`src/rtl/fetch_sequencer_pkg.sv`:
```
// Shared constants for the fetch sequencer: reset PC, FSM state codes, PC arithmetic.
// Latency: n/a (constants only).
// Backpressure: n/a.
package fetch_sequencer_pkg;

  // Default first fetch address after reset (word aligned)
  localparam logic [31:0] RESET_PC_DEF = 32'h0000_0000;

  // FSM state encodings
  localparam logic [1:0] ST_IDLE  = 2'd0;
  localparam logic [1:0] ST_FETCH = 2'd1;
  localparam logic [1:0] ST_DRAIN = 2'd2;
  localparam logic [1:0] ST_STALL = 2'd3;

  // Sequential fetch stride and ARM pipeline read-ahead (PC reads as instr + 8)
  localparam logic [31:0] PC_INC      = 32'd4;
  localparam logic [31:0] PIPE_OFFSET = 32'd8;

endpackage

```
`src/rtl/fetch_sequencer_branch_offset_align.sv`:
```
// Turns a signed 24-bit B/BL word offset into a sign-extended 32-bit byte offset.
// Latency: purely combinational.
// Backpressure: none.
module branch_offset_align (
  input  logic [23:0] imm24_i,
  output logic [31:0] offset_o
);

  // Sign-extend to 30 bits, then shift left by two to convert words to bytes
  assign offset_o = {{6{imm24_i[23]}}, imm24_i, 2'b00};

endmodule

```
`src/rtl/fetch_sequencer.sv`:
```
// Instruction fetch sequencer: owns the PC, issues req/ack fetches, redirects on taken branches.
// Latency: instr_valid 1 cycle after imem_ack; branch target requested next cycle (or after drain ack).
// Backpressure: stall blocks new requests but never withdraws an outstanding req. Optional FETCH_LINK_EN adds link-register write.
module fetch_sequencer
  import fetch_sequencer_pkg::*;
#(
  parameter int                ADDR_W   = 32,
  parameter logic [ADDR_W-1:0] RESET_PC = RESET_PC_DEF
) (
  input  logic              clk,
  input  logic              rst_n,
  output logic              imem_req,
  output logic [ADDR_W-1:0] imem_addr,
  input  logic              imem_ack,
  input  logic [31:0]       imem_rdata,
  output logic              instr_valid,
  output logic [31:0]       instr,
  output logic [ADDR_W-1:0] instr_pc,
  input  logic              br_valid,
  input  logic [ADDR_W-1:0] br_pc,
  input  logic [23:0]       br_imm24,
  input  logic              stall
`ifdef FETCH_LINK_EN
  ,
  input  logic              br_link,
  output logic              lr_we,
  output logic [ADDR_W-1:0] lr_data
`endif
);

  logic [1:0]        state_q, state_d;
  logic [ADDR_W-1:0] addr_q, addr_d;
  logic [ADDR_W-1:0] pend_q, pend_d;
  logic [31:0]       instr_q, instr_d;
  logic [ADDR_W-1:0] ipc_q, ipc_d;
  logic              ivld_q, ivld_d;

  logic [31:0]       br_offset;
  logic [ADDR_W-1:0] tgt;
  logic [ADDR_W-1:0] seq_addr;
  logic [1:0]        after_ack;

  branch_offset_align u_align (
    .imm24_i  (br_imm24),
    .offset_o (br_offset)
  );

  // Branch target and sequential successor; both wrap silently modulo 2^32
  assign tgt       = br_pc + PIPE_OFFSET + br_offset;
  assign seq_addr  = addr_q + PC_INC;
  assign after_ack = stall ? ST_STALL : ST_FETCH;

  // Request is held in FETCH and DRAIN so it is never withdrawn mid-handshake
  assign imem_req    = (state_q == ST_FETCH) || (state_q == ST_DRAIN);
  assign imem_addr   = addr_q;
  assign instr_valid = ivld_q;
  assign instr       = instr_q;
  assign instr_pc    = ipc_q;

  // Next-state logic: PC sequencing, branch redirect, wrong-path drain, stall
  always_comb begin
    state_d = state_q;
    addr_d  = addr_q;
    pend_d  = pend_q;
    instr_d = instr_q;
    ipc_d   = ipc_q;
    ivld_d  = 1'b0;
    case (state_q)
      ST_IDLE: begin
        state_d = stall ? ST_STALL : ST_FETCH;
      end
      ST_FETCH: begin
        if (imem_ack) begin
          if (!br_valid) begin
            instr_d = imem_rdata;
            ipc_d   = addr_q;
            ivld_d  = 1'b1;
            addr_d  = seq_addr;
          end else begin
            // Word just returned is wrong-path; drop it and redirect
            addr_d = tgt;
          end
          state_d = after_ack;
        end else if (br_valid) begin
          // Outstanding request must complete first; remember where to go
          pend_d  = tgt;
          state_d = ST_DRAIN;
        end
      end
      ST_DRAIN: begin
        if (br_valid) begin
          pend_d = tgt;
        end
        if (imem_ack) begin
          addr_d  = br_valid ? tgt : pend_q;
          state_d = after_ack;
        end
      end
      ST_STALL: begin
        if (br_valid) begin
          addr_d = tgt;
        end
        if (!stall) begin
          state_d = ST_FETCH;
        end
      end
      default: begin
        state_d = ST_IDLE;
      end
    endcase
  end

  // State and datapath registers; reset drops req immediately
  always_ff @(posedge clk or negedge rst_n) begin
    if (!rst_n) begin
      state_q <= ST_IDLE;
      addr_q  <= RESET_PC;
      pend_q  <= '0;
      instr_q <= '0;
      ipc_q   <= '0;
      ivld_q  <= 1'b0;
    end else begin
      state_q <= state_d;
      addr_q  <= addr_d;
      pend_q  <= pend_d;
      instr_q <= instr_d;
      ipc_q   <= ipc_d;
      ivld_q  <= ivld_d;
    end
  end

`ifdef FETCH_LINK_EN
  logic              lr_we_q;
  logic [ADDR_W-1:0] lr_data_q;

  assign lr_we   = lr_we_q;
  assign lr_data = lr_data_q;

  // Link register write: one-cycle pulse with return address for each accepted BL
  always_ff @(posedge clk or negedge rst_n) begin
    if (!rst_n) begin
      lr_we_q   <= 1'b0;
      lr_data_q <= '0;
    end else begin
      lr_we_q <= br_valid && br_link && (state_q != ST_IDLE);
      if (br_valid && br_link && (state_q != ST_IDLE)) begin
        lr_data_q <= br_pc + PC_INC;
      end
    end
  end
`endif

endmodule

```
`config.mk`:
```
export PLATFORM = sky130hd
export DESIGN_NAME = fetch_sequencer
export DESIGN_NICKNAME = d
export VERILOG_FILES = /design/src/rtl/fetch_sequencer_pkg.sv /design/src/rtl/fetch_sequencer_branch_offset_align.sv /design/src/rtl/fetch_sequencer.sv
export SDC_FILE = /design/constraint.sdc
export NUM_CORES = 1
export LEC_CHECK = 0
export ABC_AREA = 1
export BUFFER_PORTS_ARGS = -buffer_cell sky130_fd_sc_hd__buf_2
export CAP_MARGIN = 20
export CORE_AREA = 3 3 172 174
export DETAILED_ROUTE_END_ITERATION = 16
export DIE_AREA = 0 0 175 177
export PLACE_DENSITY = 0.5
export REMOVE_ABC_BUFFERS = 1
export SYNTH_ARGS = -nofsm -noshare
export SYNTH_HDL_FRONTEND = slang
export SYNTH_SLANG_ARGS = --single-unit
```
`constraint.sdc`:
```
create_clock -name clk -period 2.56 [get_ports clk]
set_clock_uncertainty 0.2 [all_clocks]
set_input_delay 0.64 -clock clk [delete_from_list [all_inputs] [get_ports clk]]
set_output_delay 0.64 -clock clk [all_outputs]
set_load 0.05 [all_outputs]
```
==> metrics <==
grt peak-use layer=met2; maximum VDD drop=0.000477 V; FF-to-FF Start=state_q[1]; CP startpoint kind=input port; met2 Use GR=0.339; max-cap viol count=0; post-DR wirelength/cell=15.5 um; placer congestion estimate=0.880; r2r endpoint=imem_addr[26]; worst-path cell chain=buf_6 > inv_2 > ha_4 > inv_4 > ha_4 > inv_2 > fa_2 > inv_2 > nand3_2 > nand2_4 > nand2_2 > nand2_4 > nand2_2 > nand2_4 > xnor2_2 > nand2_1 > buf_4 > nand3_1 > o21ai_1; min Tclk post-route=2.56 ns; WP data required=2.67 ns; number of global-route vias before repair=9510; synthesized cell area=9810 um^2; Num CTS Buffers=17; max incr delay on CP=0.34 ns; leak pwr=7.37 nW; share of layout cells above drive strength 1=0.322; CTS root buf=clkbuf_16; hold wc startpoint=imem_rdata[22]; CP max FO=4; ys flop type=dfrtp_1; Non-Filler Instances=2149; grt met3 use=0.0262; R2R depth=12; Initial DRT Pass Iterations=5; Hold Crit Endpoint=instr[22]; largest net degree at the start of global routing=59; DIE HEIGHT=177 um; setup TNS=0 ns; register area share after synthesis=0.334; Final Core Density=0.492; period utilisation layout=0.999; ys async rst share=1.00; initial antenna violation count=0; drt drc=0; Sink Count=131; Worst EP arrival=2.66 ns; Total GRT Usage=0.210; routing usage on met1=0.296; via count=10.2k; Final Hold Viols=0; Crit. End Element=flop; leading cell type in the layout, fill and taps excluded=nand2_1; post-route ant nets=0; Placement Setup Slack=-0.665 ns; I/O pin count=191; Core ar.=27900 um^2; DP HPWL=25300 um; Warnings, synthesis=0; fin worst setup slack=0.00172 ns; Synth Register Bits=131; Slew headroom=0.653; Die Width=175 um; most frequent cells in the layout=534 x nand2_1, 211 x inv_1, 187 x buf_2, 131 x dfrtp_1, 97 x buf_4; H-tree levels=4; CTS tree=done; worst reg2reg setup slack=0.22 ns; Initial Util=0.351; fin. max-slew vios=0; Post-synth EDFFs=0; RSZ-0062 raised after global routing=yes; launch point of the worst path=br_pc[3]; Crit Path Class=input port to flop; syn avg cell area=6.59 um^2; Mapped Cells=1489; Placed Instances=2112; routed wire length=33400 um; Worst Tran Pin Value=0.520 ns; Clock transition at path regs=0.07 ns; Worst path slowest cell=fa_2; setup violators final=0; full die area=31000 um^2; Nets=1914; fmax=0.391 GHz; Clock Path Buffers=2; Cell variety after synth=42; Buffers on Ports=190; diodes inserted=0; min-delay worst type=input port to flop; DRT iter0 DRCs=538; via-per-instance ratio=4.73; global route overflow=0; area grow syn2layout=40.1%; status=complete, no violations; row count=61; PD cells=1180 nW/um^2; Clk Latency, worst-skew pair=0.43 ns; first-pass GRT wire length=51700 um; Min-Delay Path Depth=3; hold slack=0.206 ns
==> Yosys cell counts (5+ instances only) <==
cell	n	share of area
nand2_1	594	0.23
inv_1	219	0.084
dfrtp_1	131	0.33
nand3_1	94	0.048
o21ai_0	74	0.038
nor2_1	65	0.025
ha_1	62	0.079
a21oi_1	38	0.019
xor2_1	24	0.021
clkbuf_1	20	0.0077
o21ai_1	19	0.0097
buf_2	18	0.0092
nand2_2	16	0.010
nor3_1	15	0.0077
nor2_2	13	0.0083
nand4_1	12	0.0077
nand3_2	9	0.0092
a31oi_1	7	0.0045
nand3b_1	7	0.0054
xnor2_1	6	0.0054
buf_1	5	0.0019
inv_2	5	0.0019
or2_2	5	0.0032
==> cell families after synthesis <==
group                      share of synthesized area
AOI/OAI and AO/OA                             0.0821
xor gates and xnor gates                      0.0284
adders and majority gates                     0.0811
buffers and inverters                          0.108
DFF                                            0.334
muxes                                        0.00230
and+or+nand+nor                                0.364
==> what timing repair did <==
| action | CTS | global route |
|---|---|---|
| hold endpoints to repair | 43 | 0 |
| hold buffers | 1 | 0 |
| buffers inserted | 0 | 4 |
| resized for setup | 54 | 173 |
| endpoints found under the setup margin | 37 | 45 |
| pin swaps | 10 | 44 |
==> state kept, by name (all words and copies together), names as in the netlist <==
name         flops
imem_addr       32
instr           32
instr_pc        32
instr_valid      1
pend_q          32
state_q          2
==> worst max path at each step <==
stage | slack (ns) | depth (start not counted) | end
6_report | 0.002 | 19 | pend_q[17]
5_1_grt | -0.09 | 21 | imem_addr[19]
4_1_cts | -0.02 | 18 | imem_addr[27]
3_5_place_dp | -0.67 | 21 | imem_addr[19]
3_3_place_gp | -0.62 | 21 | imem_addr[19]
2_1_floorplan | -0.73 | 10 | imem_addr[10]
==> stage by stage <==
step	power [mW]	instance area [um^2]
detailed placement	13.4	11900
global placement	13.3	11900
finish	16.3	13700
floorplan	10.1	9600
global route	17.5	13700
CTS	15.9	12700
==> metal layers <==
metal  part of all wire  vias to the layer above
met5                  0                        -
met4              0.018                        0
met3              0.048                       33
met2               0.46                      292
met1               0.47                     4662
li1                   -                     5187
==> report_power, final <==
| group | total [mW] | switching, mW | leakage [nW] | internal (mW) |
|---|---|---|---|---|
| Combinational | 10.1 | 7.14 | 5.50 | 2.97 |
| Clock | 2.40 | 1.10 | 0.279 | 1.30 |
| Sequential | 3.75 | 0.663 | 1.59 | 3.09 |
==> layout make-up <==
class | instances | area [um^2]
inverters | 226 | 853
fillers | 2881 | 14200
multi-input cells | 1086 | 6700
clock buffers | 17 | 425
flip-flops and latches | 131 | 3280
well taps | 378 | 473
repair buffers | 296 | 1860
clock inverters | 15 | 151
==> worst max-delay path: cells and delay by family <==
kind | cells | cell delay, ns
compound gates | 1 | 0.06
fa+ha+maj | 3 | 0.70
simple gates | 8 | 0.66
xor+xnor | 1 | 0.13
buf+inv | 6 | 0.48
Power figures use the tool's default switching activity.
